--- src/rtl/decode_ctrl_stage_pkg.sv ---
// Shared definitions for the decode/control stage: opcodes, ALU ops,
// branch/jump encodings, FSM states and the control-word layout.
package decode_ctrl_stage_pkg;

  localparam int INSN_W_DEF     = 32;
  localparam int OPCODE_W_DEF   = 5;
  localparam int ALUOP_W_DEF    = 5;
  localparam int MD_TIMEOUT_DEF = 64;

  localparam logic [4:0] OP_RTYPE = 5'b00000;
  localparam logic [4:0] OP_J     = 5'b00001;
  localparam logic [4:0] OP_BNE   = 5'b00010;
  localparam logic [4:0] OP_JAL   = 5'b00011;
  localparam logic [4:0] OP_JR    = 5'b00100;
  localparam logic [4:0] OP_ADDI  = 5'b00101;
  localparam logic [4:0] OP_BLT   = 5'b00110;
  localparam logic [4:0] OP_SW    = 5'b00111;
  localparam logic [4:0] OP_LW    = 5'b01000;
  localparam logic [4:0] OP_SETX  = 5'b10101;
  localparam logic [4:0] OP_BEX   = 5'b10110;

  localparam logic [4:0] ALU_ADD = 5'b00000;
  localparam logic [4:0] ALU_SUB = 5'b00001;
  localparam logic [4:0] ALU_MUL = 5'b00110;
  localparam logic [4:0] ALU_DIV = 5'b00111;

  typedef enum logic [1:0] {BR_NONE, BR_BNE, BR_BLT, BR_BEX} branch_t;
  typedef enum logic [1:0] {JMP_NONE, JMP_J, JMP_JAL, JMP_JR} jump_t;
  typedef enum logic {ST_IDLE, ST_MD_WAIT} state_t;

  typedef struct packed {
    logic       reg_we;
    logic       use_imm;
    logic       read_rd;
    logic       mem_we;
    logic       mem_to_reg;
    branch_t    branch;
    jump_t      jump;
    logic [4:0] alu_op;
    logic       is_md;
    logic       setx;
  } ctrl_word_t;

  function automatic logic isMdOp(input logic [4:0] aluOp);
    return (aluOp == ALU_MUL) || (aluOp == ALU_DIV);
  endfunction

endpackage

--- src/rtl/decode_ctrl_stage_if.sv ---
// Bundle of the stage's handshake, multdiv and control-word signals.
// master = upstream/execute side, slave = the decode/control stage.
interface decode_ctrl_stage_if
  import decode_ctrl_stage_pkg::*;
#(
  parameter int INSN_W  = INSN_W_DEF,
  parameter int ALUOP_W = ALUOP_W_DEF
);
  logic               in_valid;
  logic               in_ready;
  logic [INSN_W-1:0]  in_insn;
  logic               flush;
  logic               md_start;
  logic               md_ready;
  logic               out_valid;
  logic               out_ready;
  logic               reg_we;
  logic               use_imm;
  logic               read_rd;
  logic               mem_we;
  logic               mem_to_reg;
  logic [1:0]         branch;
  logic [1:0]         jump;
  logic [ALUOP_W-1:0] alu_op;
  logic               is_md;
  logic               setx;
  logic               md_timeout;

  modport master (
    output in_valid, in_insn, flush, md_ready, out_ready,
    input  in_ready, md_start, out_valid, reg_we, use_imm, read_rd, mem_we,
           mem_to_reg, branch, jump, alu_op, is_md, setx, md_timeout
  );

  modport slave (
    input  in_valid, in_insn, flush, md_ready, out_ready,
    output in_ready, md_start, out_valid, reg_we, use_imm, read_rd, mem_we,
           mem_to_reg, branch, jump, alu_op, is_md, setx, md_timeout
  );
endinterface

--- src/rtl/decode_ctrl_stage_decode.sv ---
// Purely combinational opcode -> control word decoder.
// Undefined opcodes yield an all-zero word, which behaves as a nop.
module decode_ctrl_stage_decode
  import decode_ctrl_stage_pkg::*;
#(
  parameter int OPCODE_W = OPCODE_W_DEF,
  parameter int ALUOP_W  = ALUOP_W_DEF
) (
  input  logic [OPCODE_W-1:0] opcode_i,
  input  logic [ALUOP_W-1:0]  aluField_i,
  output ctrl_word_t          ctrlWord_o
);

  always_comb begin
    ctrlWord_o = '0;
    case (opcode_i)
      OP_RTYPE: begin
        ctrlWord_o.reg_we = 1'b1;
        ctrlWord_o.alu_op = aluField_i;
        ctrlWord_o.is_md  = isMdOp(aluField_i);
      end
      OP_ADDI: begin
        ctrlWord_o.reg_we  = 1'b1;
        ctrlWord_o.use_imm = 1'b1;
        ctrlWord_o.alu_op  = ALU_ADD;
      end
      OP_SW: begin
        ctrlWord_o.use_imm = 1'b1;
        ctrlWord_o.read_rd = 1'b1;
        ctrlWord_o.mem_we  = 1'b1;
        ctrlWord_o.alu_op  = ALU_ADD;
      end
      OP_LW: begin
        ctrlWord_o.reg_we     = 1'b1;
        ctrlWord_o.use_imm    = 1'b1;
        ctrlWord_o.mem_to_reg = 1'b1;
        ctrlWord_o.alu_op     = ALU_ADD;
      end
      OP_J: ctrlWord_o.jump = JMP_J;
      OP_JAL: begin
        ctrlWord_o.jump   = JMP_JAL;
        ctrlWord_o.reg_we = 1'b1;
      end
      OP_JR: begin
        ctrlWord_o.jump    = JMP_JR;
        ctrlWord_o.read_rd = 1'b1;
      end
      // Compare-branches subtract rs - rd to set the ALU flags.
      OP_BNE: begin
        ctrlWord_o.branch  = BR_BNE;
        ctrlWord_o.read_rd = 1'b1;
        ctrlWord_o.alu_op  = ALU_SUB;
      end
      OP_BLT: begin
        ctrlWord_o.branch  = BR_BLT;
        ctrlWord_o.read_rd = 1'b1;
        ctrlWord_o.alu_op  = ALU_SUB;
      end
      OP_BEX: ctrlWord_o.branch = BR_BEX;
      OP_SETX: begin
        ctrlWord_o.setx   = 1'b1;
        ctrlWord_o.reg_we = 1'b1;
      end
      default: ctrlWord_o = '0;
    endcase
  end

endmodule

--- src/rtl/decode_ctrl_stage.sv ---
// Registered decode/control stage: pipeline register with valid/ready and
// flush, plus a multdiv issue/wait FSM guarded by a timeout watchdog.
module decode_ctrl_stage
  import decode_ctrl_stage_pkg::*;
#(
  parameter int INSN_W     = INSN_W_DEF,
  parameter int OPCODE_W   = OPCODE_W_DEF,
  parameter int ALUOP_W    = ALUOP_W_DEF,
  parameter int MD_TIMEOUT = MD_TIMEOUT_DEF
) (
  input  logic                 clock,
  input  logic                 reset_n,
  decode_ctrl_stage_if.slave   bus
);

  localparam int              CNT_W    = $clog2(MD_TIMEOUT);
  localparam logic [CNT_W-1:0] CNT_LAST = CNT_W'(MD_TIMEOUT - 1);

  ctrl_word_t       ctrlWord_d;
  ctrl_word_t       ctrlWord_q;
  state_t           state_q;
  logic             outValid_q;
  logic             mdStart_q;
  logic             timeout_q;
  logic [CNT_W-1:0] waitCnt_q;
  logic             inReady;
  logic             accept;
  logic             unusedInsn;

  decode_ctrl_stage_decode #(
    .OPCODE_W (OPCODE_W),
    .ALUOP_W  (ALUOP_W)
  ) u_decode (
    .opcode_i   (bus.in_insn[INSN_W-1 -: OPCODE_W]),
    .aluField_i (bus.in_insn[ALUOP_W+1:2]),
    .ctrlWord_o (ctrlWord_d)
  );

  assign unusedInsn = ^{bus.in_insn[INSN_W-OPCODE_W-1:ALUOP_W+2], bus.in_insn[1:0]};

  assign inReady = (state_q == ST_IDLE) & ~bus.flush & (~outValid_q | bus.out_ready);
  assign accept  = bus.in_valid & inReady;

  // Flush outranks everything; in MD_WAIT md_ready outranks the watchdog,
  // and a timed-out multdiv still retires, but without a register write.
  always_ff @(posedge clock or negedge reset_n) begin
    if (!reset_n) begin
      state_q    <= ST_IDLE;
      ctrlWord_q <= '0;
      outValid_q <= 1'b0;
      mdStart_q  <= 1'b0;
      timeout_q  <= 1'b0;
      waitCnt_q  <= '0;
    end else if (bus.flush) begin
      state_q    <= ST_IDLE;
      outValid_q <= 1'b0;
      mdStart_q  <= 1'b0;
      waitCnt_q  <= '0;
    end else begin
      mdStart_q <= 1'b0;
      case (state_q)
        ST_IDLE: begin
          if (accept) begin
            ctrlWord_q <= ctrlWord_d;
            waitCnt_q  <= '0;
            if (ctrlWord_d.is_md) begin
              state_q    <= ST_MD_WAIT;
              mdStart_q  <= 1'b1;
              outValid_q <= 1'b0;
            end else begin
              outValid_q <= 1'b1;
            end
          end else if (bus.out_ready) begin
            outValid_q <= 1'b0;
          end
        end
        ST_MD_WAIT: begin
          if (bus.md_ready) begin
            outValid_q <= 1'b1;
            state_q    <= ST_IDLE;
            waitCnt_q  <= '0;
          end else if (waitCnt_q == CNT_LAST) begin
            ctrlWord_q.reg_we <= 1'b0;
            timeout_q         <= 1'b1;
            outValid_q        <= 1'b1;
            state_q           <= ST_IDLE;
            waitCnt_q         <= '0;
          end else begin
            waitCnt_q <= waitCnt_q + CNT_W'(1);
          end
        end
        default: state_q <= ST_IDLE;
      endcase
    end
  end

  assign bus.in_ready   = inReady;
  assign bus.md_start   = mdStart_q;
  assign bus.out_valid  = outValid_q;
  assign bus.reg_we     = ctrlWord_q.reg_we;
  assign bus.use_imm    = ctrlWord_q.use_imm;
  assign bus.read_rd    = ctrlWord_q.read_rd;
  assign bus.mem_we     = ctrlWord_q.mem_we;
  assign bus.mem_to_reg = ctrlWord_q.mem_to_reg;
  assign bus.branch     = ctrlWord_q.branch;
  assign bus.jump       = ctrlWord_q.jump;
  assign bus.alu_op     = ctrlWord_q.alu_op;
  assign bus.is_md      = ctrlWord_q.is_md;
  assign bus.setx       = ctrlWord_q.setx;
  assign bus.md_timeout = timeout_q;

endmodule

--- src/flat_wrapper.sv ---
// flat-port wrapper written by rule: the top's interface ports become plain ports
module decode_ctrl_stage_flat import decode_ctrl_stage_pkg::*;
#(
  parameter int INSN_W     = INSN_W_DEF,
  parameter int OPCODE_W   = OPCODE_W_DEF,
  parameter int ALUOP_W    = ALUOP_W_DEF,
  parameter int MD_TIMEOUT = MD_TIMEOUT_DEF
)
  (clock, reset_n, bus_in_valid, bus_in_insn, bus_flush, bus_md_ready, bus_out_ready, bus_in_ready, bus_md_start, bus_out_valid, bus_reg_we, bus_use_imm, bus_read_rd, bus_mem_we, bus_mem_to_reg, bus_branch, bus_jump, bus_alu_op, bus_is_md, bus_setx, bus_md_timeout);
  decode_ctrl_stage_if #(.INSN_W(INSN_W), .ALUOP_W(ALUOP_W)) bus_i ();
  input  logic clock;
  input  logic reset_n;
  input wire logic [$bits(bus_i.in_valid)-1:0] bus_in_valid;
  input wire logic [$bits(bus_i.in_insn)-1:0] bus_in_insn;
  input wire logic [$bits(bus_i.flush)-1:0] bus_flush;
  input wire logic [$bits(bus_i.md_ready)-1:0] bus_md_ready;
  input wire logic [$bits(bus_i.out_ready)-1:0] bus_out_ready;
  output wire logic [$bits(bus_i.in_ready)-1:0] bus_in_ready;
  output wire logic [$bits(bus_i.md_start)-1:0] bus_md_start;
  output wire logic [$bits(bus_i.out_valid)-1:0] bus_out_valid;
  output wire logic [$bits(bus_i.reg_we)-1:0] bus_reg_we;
  output wire logic [$bits(bus_i.use_imm)-1:0] bus_use_imm;
  output wire logic [$bits(bus_i.read_rd)-1:0] bus_read_rd;
  output wire logic [$bits(bus_i.mem_we)-1:0] bus_mem_we;
  output wire logic [$bits(bus_i.mem_to_reg)-1:0] bus_mem_to_reg;
  output wire logic [$bits(bus_i.branch)-1:0] bus_branch;
  output wire logic [$bits(bus_i.jump)-1:0] bus_jump;
  output wire logic [$bits(bus_i.alu_op)-1:0] bus_alu_op;
  output wire logic [$bits(bus_i.is_md)-1:0] bus_is_md;
  output wire logic [$bits(bus_i.setx)-1:0] bus_setx;
  output wire logic [$bits(bus_i.md_timeout)-1:0] bus_md_timeout;
  assign bus_i.in_valid = bus_in_valid;
  assign bus_i.in_insn = bus_in_insn;
  assign bus_i.flush = bus_flush;
  assign bus_i.md_ready = bus_md_ready;
  assign bus_i.out_ready = bus_out_ready;
  assign bus_in_ready = bus_i.in_ready;
  assign bus_md_start = bus_i.md_start;
  assign bus_out_valid = bus_i.out_valid;
  assign bus_reg_we = bus_i.reg_we;
  assign bus_use_imm = bus_i.use_imm;
  assign bus_read_rd = bus_i.read_rd;
  assign bus_mem_we = bus_i.mem_we;
  assign bus_mem_to_reg = bus_i.mem_to_reg;
  assign bus_branch = bus_i.branch;
  assign bus_jump = bus_i.jump;
  assign bus_alu_op = bus_i.alu_op;
  assign bus_is_md = bus_i.is_md;
  assign bus_setx = bus_i.setx;
  assign bus_md_timeout = bus_i.md_timeout;
  decode_ctrl_stage #(.INSN_W(INSN_W), .OPCODE_W(OPCODE_W), .ALUOP_W(ALUOP_W), .MD_TIMEOUT(MD_TIMEOUT)) u_core (.clock(clock), .reset_n(reset_n), .bus(bus_i));
endmodule
--- config.mk ---
export PLATFORM = sky130hd
export DESIGN_NAME = decode_ctrl_stage_flat
export DESIGN_NICKNAME = d
export VERILOG_FILES = /design/src/rtl/decode_ctrl_stage_pkg.sv /design/src/rtl/decode_ctrl_stage_if.sv /design/src/rtl/decode_ctrl_stage_decode.sv /design/src/rtl/decode_ctrl_stage.sv /design/src/flat_wrapper.sv
export SDC_FILE = /design/constraint.sdc
export NUM_CORES = 1
export LEC_CHECK = 0
export ABC_AREA = 0
export BUFFER_PORTS_ARGS = -buffer_cell sky130_fd_sc_hd__buf_2
export CORE_UTILIZATION = 40
export DETAILED_ROUTE_END_ITERATION = 10
export HOLD_SLACK_MARGIN = 0.08
export PLACE_DENSITY = 0.7
export SYNTH_ARGS = -nofsm -noshare
export SYNTH_HDL_FRONTEND = slang
export SYNTH_SLANG_ARGS = --single-unit
--- constraint.sdc ---
create_clock -name clock -period 1.8 [get_ports clock]
set_input_delay 0.09 -clock clock [delete_from_list [all_inputs] [get_ports clock]]
set_output_delay 0.09 -clock clock [all_outputs]
set_load 0.01 [all_outputs]
==> results of run 1 <==
## worst register-to-register path, stage by stage (launching register included)
cell     delay (ps)
dfrtp_1         420
nor2_2          150
nand3_2         360
nor2_1          350
o221a_2         220
## through the flow
stage	total power, mW	util (%)	instance area (sq um)	setup WS, ps
6_report	1.18	53.9	1670	243
5_1_grt	1.24	53.9	1670	94.1
4_1_cts	1.19	53.6	1660	251
3_5_place_dp	0.777	49.6	1540	270
3_3_place_gp	0.770	49.6	1540	302
2_1_floorplan	0.713	-	1330	391
## cells by family (layout without fill, tap and decap cells)
group	count (synthesis)	in the layout	synth area share [%]
AND/OR/NAND/NOR	45	45	19.1
AO/OA/AOI/OAI	40	40	23.1
flip-flops	26	26	48.9
buffers and inverters	12	56	5.17
XOR/XNOR	3	3	1.98
adder cells (fa/ha/maj)	2	2	1.69
## worst paths after layout
path | startpoint | end | slack, ps | cells past startpoint
setup / recovery | u_core.state_q | u_core.state_q | 240 | 4
hold / removal | bus_in_insn[31] | u_core.bus.mem_to_reg | 100 | 2
min in group asynchronous | reset_n | u_core.bus.alu_op[3] | 280 | 2
max in group asynchronous | reset_n | u_core.waitCnt_q[5] | 1150 | 2
setup reg to reg | u_core.state_q | u_core.state_q | 240 | 4
hold reg to reg | u_core.bus.md_timeout | u_core.bus.md_timeout | 470 | 1
## power by group through the flow
stage | clock, mW | sequential [mW] | combinational, mW
global placement | 0 | 0.623 | 0.147
floorplan | 0 | 0.633 | 0.0804
CTS | 0.407 | 0.614 | 0.164
finish | 0.399 | 0.613 | 0.164
global route | 0.439 | 0.616 | 0.181
detailed placement | 0 | 0.625 | 0.152
## metal layers
| metal | track usage [%] | up-vias | share of wire, % |
|---|---|---|---|
| met1 | 21.4 | 546 | 46 |
| met4 | 9.30 | 0 | 1.8 |
| met3 | 0.866 | 5 | 3.2 |
| met5 | 0 | - | 0 |
| li1 | - | 551 | - |
| met2 | 31.3 | 31 | 49 |
## final cells by class
class,instances,area (sq um),share of cell area [%]
flip-flops and latches,26,651,38.9
multi-input cells,90,611,36.5
repair buffers,47,285,17.1
well taps,44,55.1,3.29
clock inverters,1,30.0,1.80
clock buffers,3,22.5,1.35
inverters,5,18.8,1.12
## cell usage in the layout, fill, tap and decap left out, types with 2 or more instances in the layout
cell           synthesis  layout
dlygate4sd3_1          0       8
o41ai_1                3       3
buf_4                  1       4
xor2_1                 2       2
clkbuf_4               0       3
o31ai_1                2       2
dfrtp_1               26      26
a22o_1                 7       7
nand2_1               15      15
o41ai_2                2       2
nor3b_1                2       2
inv_1                  5       5
nor2_2                 2       2
a21o_1                 5       5
nor3_1                 2       2
nand2b_1               2       2
nor2b_1                2       2
a21oi_1                3       3
buf_2                  3      35
o21ai_0               10      10
nor2_1                 7       7
and3_1                 4       4
nand3_1                3       3
==> out/results.ini, run 1 <==
[synth]
synth_most_common_cell = dfrtp_1
ys_warn_count = 0
dominantRegCellSynth = dfrtp_1
synth_area_sq_um = 1330
synthArstFlopShare_pct = 100
yosys-top-cells-area = dfrtp_1 49%, a22o_1 4.6%, nand2_1 4.2%
syn_area_per_cell_sq_um = 10.4
synth_common_cells = 26 x dfrtp_1, 15 x nand2_1, 10 x o21ai_0
synth.largest_area_cell = dfrtp_1
synth_top_area_share_pct = 48.9
synth.distinct_cells = 40
synth-seq-cells = 26
syn_inst = 128
synth_edf_count = 0
synth.net_count = 167
synth-seq-area-share_pct = 48.9

[placed_design]
gp_congestion = 0.840
io_buffer_count = 35
place_hpwl_microns = 2110
dp.cells = 204

[clock_network]
cts_sinks = 26
clkTransAtPathRegs_ps = 140
h-tree-depth = 1
cts_tree = done
cts-root-buf = clkbuf_4
cts_hold_buf = 7
cts_buffers = 3
post_cts_buffers = 0
clk_latency_ps = 320
cts-resized-gates = 0
cts_max_path_buffers = 2

[worst_hold_path]
hp-class = in -> reg

[setup_path]
end_kind = flip-flop
worstSetupStartpointType = flip-flop
crit_arrival_ps = 1830
cpPeakStageDelay_ps = 420
worstSetupPathType = reg -> reg
crit_path_top_delay_cell = dfrtp_1
cpLargestDelayFamily = simple AND/OR/NAND/NOR gates
required_ps = 2070
path_cells = nor2_2 > nand3_2 > nor2_1 > o221a_2
critPathBufInv = 0
crit_path_max_fanout = 21

[cells_and_area]
largest_reg_flops = 6
fin_cells = 216
max_flop_register = u_core.waitCnt_q
diodes = 0
drive_gt1_share_pct = 30.8
nets = 212
area_growth_syn_to_layout_pct = 25.8
fillers = 298

[routing]
route.vias.total = 1133
wirelength_microns = 2810
drc_errors = 0
via_per_inst = 5.25
dr.pass1.iters = 4
post_drt_wl_per_cell_microns = 13.0
first_iter_violations = 40
ant_nets = 0

[power_and_ir_drop]
power_frac_clock_pct = 33.9
p_sw_share_pct = 23.7
comb_power_share_pct = 14.0
sequentialPowerShare_pct = 52.1
p_sw_mw = 0.279
power.leakage_nw = 0.869
worst_ir_drop_vdd_uv = 306
power_density_nw_per_um2 = 703
internal_power_mw = 0.898

[global_routing]
grt_pass1_wl_microns = 4710
grt_pass1_vias = 1088
grt_overflow = 0
grt_max_degree = 27
grt_usage_pct = 17.6
antenna_found_initial = 0

[outcome]
status = finished clean

[timing]
setup_tns_ps = 0
whs_ps = 95.4
drv_slew = 0
tightestPinTransition_ps = 565
clock_skew_ps = 4.30
max_freq_mhz = 642
finalSetupViolations = 0
period_needed_ps = 1560
maxSlewHeadroom_pct = 62.3
hold_viol_final = 0
rsz0062_at_grt = false
min_period_over_period_pct = 86.5

[floorplanning]
coreArea_sq_um = 3100
start_util_pct = 42.9
chipWidth_microns = 59.7
row_count = 20
ios = 58
die_h_microns = 59.7
design.die.area_sq_um = 3560

[flow_run]
drv_cap = 0

(Power assumes the default switching activity.)
==> run 2, diff against run 1 <==
--- a/config.mk
+++ b/config.mk
@@ -7,6 +7,7 @@
 export LEC_CHECK = 0
 export ABC_AREA = 0
 export BUFFER_PORTS_ARGS = -buffer_cell sky130_fd_sc_hd__buf_2
+export CORE_ASPECT_RATIO = 1.25
 export CORE_UTILIZATION = 40
 export DETAILED_ROUTE_END_ITERATION = 10
 export HOLD_SLACK_MARGIN = 0.08
==> run 2 against run 1 <==
  * Flip-flop and latch count did not move
  * Final cell count fell by 5.1%
  * Cell area fell by 1.6%
  * Clock skew rose by 2.6 ps
  * Global-route usage fell by 1.1 points
  * Critical path type is now in -> reg
  * Critical endpoint is now u_core.bus.out_valid
  * Fmax fell by 3.4%
  * Largest cell class unchanged
  * Sequential power barely moved
  * First-iteration DRC count fell by 40%
  * Via count fell by 3.1%
  * Utilization fell by 2.4 points
  * Power rose by 6.1%
==> out/results.ini, run 2 (synthesized netlist as in run 1, its figures left out) <==
[setup_path]
cpPeakStageDelay_ps = 530  ; +110 ps
path_cells = dlygate4sd3_1 > buf_2 > nor4bb_1 > nand3_1 > or2_0 > a32o_1
crit_arrival_ps = 1770  ; -60 ps
end_kind = flip-flop
rr_startpoint = u_core.waitCnt_q[0]
cpLargestDelayFamily = simple AND/OR/NAND/NOR gates
required_ps = 1960  ; -110 ps
critPathBufInv = 2  ; +2
r2r_slack_ps = 290  ; +50 ps
worstSetupPathType = in -> reg
worstSetupStartpointType = primary input
crit_path_top_delay_cell = dlygate4sd3_1
reg2reg_depth = 5  ; +1
worstReg2RegEnd = u_core.bus.out_valid
crit_path_max_fanout = 2  ; -90%

[placed_design]
gp_congestion = 0.782  ; -6.9%
io_buffer_count = 35  ; unchanged
dp.cells = 196  ; -3.9%
place_hpwl_microns = 2070  ; -2.2%

[worst_hold_path]
worstHoldStart = bus_in_insn[30]
hold_depth = 2  ; unchanged
hp-class = in -> reg
whs_endpoint = u_core.bus.jump[1]

[floorplanning]
die_h_microns = 66.5  ; +11%
start_util_pct = 41.6  ; -1.2 points
chipWidth_microns = 53.6  ; -10%
coreArea_sq_um = 3190  ; +2.9%
ios = 58  ; unchanged
design.die.area_sq_um = 3560  ; about the same
row_count = 23  ; +15%

[timing]
setup_tns_ps = 0  ; unchanged
hold_viol_final = 0  ; unchanged
min_period_over_period_pct = 89.6  ; +3.1 points
finalSetupViolations = 0  ; unchanged
rsz0062_at_grt = false
drv_slew = 0  ; unchanged
max_freq_mhz = 620  ; -3.4%
tightestPinTransition_ps = 592  ; +27.0 ps
clock_skew_ps = 6.91  ; +2.61 ps
maxSlewHeadroom_pct = 60.5  ; -1.8 points
period_needed_ps = 1610  ; +55.4 ps

[outcome]
status = finished clean

[routing]
dr.pass1.iters = 4  ; unchanged
first_iter_violations = 24  ; -40%
route.vias.total = 1098  ; -3.1%
drc_errors = 0  ; unchanged
wirelength_microns = 2740  ; -2.3%
ant_nets = 0  ; unchanged
post_drt_wl_per_cell_microns = 13.4  ; +2.9%
via_per_inst = 5.36  ; +2.1%

[clock_network]
cts_max_path_buffers = 2  ; unchanged
post_cts_buffers = 0  ; unchanged
clk_latency_ps = 270  ; -50 ps
h-tree-depth = 1  ; unchanged
cts_tree = done
cts-root-buf = clkbuf_8
cts-resized-gates = 0  ; unchanged
clkTransAtPathRegs_ps = 80  ; -60 ps
cts_buffers = 3  ; unchanged
cts_sinks = 26  ; unchanged

[global_routing]
grt_pass1_vias = 1032  ; -5.1%
grt_usage_pct = 16.5  ; -1.1 points
antenna_found_initial = 0  ; unchanged
grt_overflow = 0  ; unchanged
grt_pass1_wl_microns = 4350  ; -7.6%
grt_max_degree = 27  ; unchanged

[cells_and_area]
nets = 208  ; -1.9%
largest_reg_flops = 6  ; unchanged
final_cell_mix = 35 x buf_2, 26 x dfrtp_1, 15 x nand2_1, 10 x o21ai_0
area_growth_syn_to_layout_pct = 23.7
fin_cells = 205  ; -5.1%
fillers = 296  ; -0.67%
max_flop_register = u_core.waitCnt_q
drive_gt1_share_pct = 31.0  ; +0.14 points
diodes = 0  ; unchanged
final_common_cell = buf_2

[power_and_ir_drop]
worst_ir_drop_vdd_uv = 499  ; +63%
power_density_nw_per_um2 = 759  ; +7.9%
power.leakage_nw = 0.859  ; -1.1%

[flow_run]
drv_cap = 0  ; unchanged

[run 2: cell count changes in the layout (fill, tap and decap cells not counted)]
cell           delta
clkbuf_4          -3
dlygate4sd3_1     -3
buf_4             -1
clkbuf_8          +3
[run 2: power breakdown]
group | total, mW | internal, mW | switching [mW]
Sequential | 0.612 | 0.602 | 0.0101
Clock | 0.481 | 0.298 | 0.184
Combinational | 0.155 | 0.0642 | 0.0908
[run 2: what timing repair did]
item | CTS | global route
hold buffers | 5 | 0
hold endpoints to repair | 30 | 0
endpoints found under the setup margin | 0 | 0
[run 2: stage by stage]
stage               area [sq um]  utilization [%]  hold WS (ps)  setup slack [ps]  total power, mW
floorplan                   1330                -          -206               391            0.713
global placement            1520             47.7           118               377            0.769
detailed placement          1520             47.7           129               333            0.773
CTS                         1650             51.5           109               203             1.27
global route                1650             51.5           123              85.3             1.30
finish                      1650             51.5           119               188             1.25
[run 2: per-layer routing]
layer  track usage, %  part of all wire (%)  wire length [microns]
met1             19.7                    44                   1210
met2             29.7                    51                   1400
met3             2.28                   4.2                    115
met4             4.93                  0.62                     17
met5                0                     0                      0
[run 2: worst max path at each step]
stage	startpoint	endpoint	slack [ps]	depth (start not counted)
floorplan	u_core.waitCnt_q[0]	u_core.bus.out_valid	390	5
global placement	u_core.waitCnt_q[0]	u_core.bus.out_valid	380	5
detailed placement	u_core.waitCnt_q[0]	u_core.bus.out_valid	330	5
CTS	bus_in_insn[6]	u_core.bus.out_valid	200	6
global route	bus_in_insn[6]	u_core.bus.out_valid	90	6
finish	bus_in_insn[6]	u_core.bus.out_valid	190	6
[run 2: cell type report]
type                       count  area (sq um)  share of cell area [%]
clock buffer                   3          41.3                    2.51
clock inverter                 1          30.0                    1.83
inverter                       5          18.8                    1.14
multi-input combinational     90           611                    37.1
sequential                    26           651                    39.5
tap                           37          46.3                    2.81
timing repair buffer          43           248                    15.1
[run 2: worst reg2reg max path: cells and delay by family (launching register included)]
kind	cells	cell delay (ps)
compound gates	3	670
flops	1	400
fa+ha+maj	1	210
simple gates	1	130
==> run 3, diff against run 2 <==
--- a/config.mk
+++ b/config.mk
@@ -8,10 +8,11 @@
 export ABC_AREA = 0
 export BUFFER_PORTS_ARGS = -buffer_cell sky130_fd_sc_hd__buf_2
 export CORE_ASPECT_RATIO = 1.25
+export CORE_MARGIN = 2
 export CORE_UTILIZATION = 40
 export DETAILED_ROUTE_END_ITERATION = 10
 export HOLD_SLACK_MARGIN = 0.08
-export PLACE_DENSITY = 0.7
+export PLACE_DENSITY = 0.73
 export SYNTH_ARGS = -nofsm -noshare
 export SYNTH_HDL_FRONTEND = slang
 export SYNTH_SLANG_ARGS = --single-unit
==> constraint.sdc (replaced) <==
create_clock -name clock -period 1.32 [get_ports clock]
set_input_delay 0.066 -clock clock [delete_from_list [all_inputs] [get_ports clock]]
set_output_delay 0.066 -clock clock [all_outputs]
set_load 0.01 [all_outputs]
==> run 3 against run 2 <==
  * Power grew 28%
  * Clock power up 6.7%
  * Clock skew about the same
  * Die area rose by 6.9%
  * Largest power group unchanged
==> out/results.ini, run 3 (synthesized netlist as in run 1, its figures left out) <==
[clock_network]
clk_latency_ps = 270  ; about the same
h-tree-depth = 1  ; unchanged
cts_sinks = 26  ; unchanged
cts_buffers = 3  ; unchanged
cts_max_path_buffers = 2  ; unchanged
clkTransAtPathRegs_ps = 90  ; about the same
cts_tree = done
cts-root-buf = clkbuf_8

[timing]
rsz0062_at_grt = true
clock_skew_ps = 7.38  ; +0.472 ps
drv_slew = 0  ; unchanged
hold_viol_final = 0  ; unchanged
period_needed_ps = 1310
min_period_over_period_pct = 99.2
whs_ps = 91.8  ; -26.8 ps
setup_tns_ps = 0  ; unchanged
finalSetupViolations = 0  ; unchanged
maxSlewHeadroom_pct = 61.3  ; +0.78 points
max_freq_mhz = 764
tightestPinTransition_ps = 580  ; -11.7 ps

[floorplanning]
ios = 58  ; unchanged
die_h_microns = 68.5  ; +3.0%
start_util_pct = 41.6  ; unchanged
coreArea_sq_um = 3190  ; unchanged
row_count = 23  ; unchanged
design.die.area_sq_um = 3810  ; +6.9%
chipWidth_microns = 55.6  ; +3.7%

[global_routing]
grt_pass1_vias = 1118  ; +8.3%
grt_max_degree = 27  ; unchanged
grt_overflow = 0  ; unchanged
antenna_found_initial = 0  ; unchanged
grt_pass1_wl_microns = 4920  ; +13%
grt_usage_pct = 16.3  ; -0.20 points

[power_and_ir_drop]
finalPower_mw = 1.59  ; +28%
worst_ir_drop_vdd_uv = 510  ; +2.1%
power_density_nw_per_um2 = 875  ; +15%
power.leakage_nw = 0.936  ; +9.0%

[cells_and_area]
largest_reg_flops = 6  ; unchanged
diodes = 0  ; unchanged
fin_util_pct = 57.0  ; +5.5 points
drive_gt1_share_pct = 40.7  ; +9.7 points
nets = 222  ; +6.7%
fin_area_sq_um = 1820  ; +11%
max_flop_register = u_core.waitCnt_q
final_common_cell = buf_2
area_growth_syn_to_layout_pct = 36.9
final_cell_mix = 35 x buf_2, 25 x dfrtp_1, 16 x buf_4, 15 x nand2_1, 7 x a22o_1

[routing]
drc_errors = 0  ; unchanged
post_drt_wl_per_cell_microns = 14.6  ; +9.3%
met3_length_microns = 149  ; +30%
met1_length_microns = 1340  ; +10%
maxUsedRoutingLayer = met3
first_iter_violations = 27  ; +13%
via_per_inst = 5.38  ; +0.51%
route.vias.total = 1179  ; +7.4%
wirelength_microns = 3200  ; +17%
ant_nets = 0  ; unchanged
wl_met2_microns = 1720  ; +23%
dr.pass1.iters = 4  ; unchanged

[placed_design]
io_buffer_count = 35  ; unchanged
dpl_cell_area_sq_um = 1610  ; +5.7%
place_hpwl_microns = 2300  ; +11%
gp_congestion = 0.826  ; +5.5%

[setup_path]
r2r_slack_ps = 10  ; -280 ps
worstReg2RegEnd = u_core.bus.out_valid
cpPeakStageDelay_ps = 400  ; -130 ps
worstSetupPathType = reg -> reg
crit_cells = 5  ; -1
crit_path_max_fanout = 7  ; +5
reg2reg_depth = 5  ; unchanged
end_kind = flip-flop
crit_path_top_delay_cell = dfrtp_1
path_cells = ha_4 > nand3_4 > o21ai_4 > o21ai_1 > a32o_1
cpLargestDelayFamily = compound AO/OA/AOI/OAI gates
crit_arrival_ps = 1470  ; -300 ps
endpoint = u_core.bus.out_valid
worstSetupStartpointType = flip-flop
critPathBufInv = 0  ; -2
rr_startpoint = u_core.waitCnt_q[1]
required_ps = 1480  ; -480 ps
critPathLaunch = u_core.waitCnt_q[1]

[outcome]
status = finished clean

[worst_hold_path]
hp-class = in -> reg

[flow_run]
drv_cap = 0  ; unchanged

[run 3: cell count changes in the layout (fill, tap and decap cells not counted), sizes merged]
cell	change
clkbuf	+1
bufinv	-1
buf	+14
[run 3: metrics by stage]
stage          std cells  setup WS [ps]
2_1_floorplan        128           12.5
6_report             219           10.8
3_5_place_dp         206          -70.0
4_1_cts              217          -5.91
3_3_place_gp         206          -7.19
5_1_grt              219          -44.4
[run 3: how the worst min path moves through the flow]
stage | start | endpoint | slack [ps] | cells after the start
global placement | reset_n | u_core.bus.branch[1] | 90 | 1
CTS | bus_in_insn[30] | u_core.bus.branch[0] | 90 | 2
detailed placement | reset_n | u_core.bus.branch[0] | 100 | 1
floorplan | reset_n | u_core.bus.alu_op[0] | -230 | 0
global route | bus_in_insn[30] | u_core.bus.branch[0] | 90 | 2
finish | bus_in_insn[30] | u_core.bus.jump[1] | 90 | 2
[run 3: area by class of cell]
cell class / instances / area [sq um]
Tap cell: 37 / 46.3
Inverter: 5 / 18.8
Timing Repair Buffer: 57 / 357
Clock buffer: 4 / 55.1
Fill cell: 280 / 1370
Multi-Input combinational cell: 90 / 692
Sequential cell: 26 / 652
[run 3: timing repair]
item                       4_1_cts  5_1_grt
hold buffers                     5        0
buffers inserted                 2        2
gates resized for setup          8       10
pin swaps                        3        3
hold endpoints to repair        30        0
setup endpoints to repair       13       19
[run 3: routing by layer]
layer | vias to the layer above | global-route usage, %
met2 | 32 | 31.8
met3 | 0 | 2.84
met1 | 579 | 19.0
met5 | - | 0
met4 | 0 | 2.74
li1 | 568 | -
[run 3: power by group]
group	internal, mW	switching (mW)	leakage (nW)
clock	0.266	0.246	0.0288
sequential	0.821	0.0155	0.357
combinational	0.107	0.137	0.551
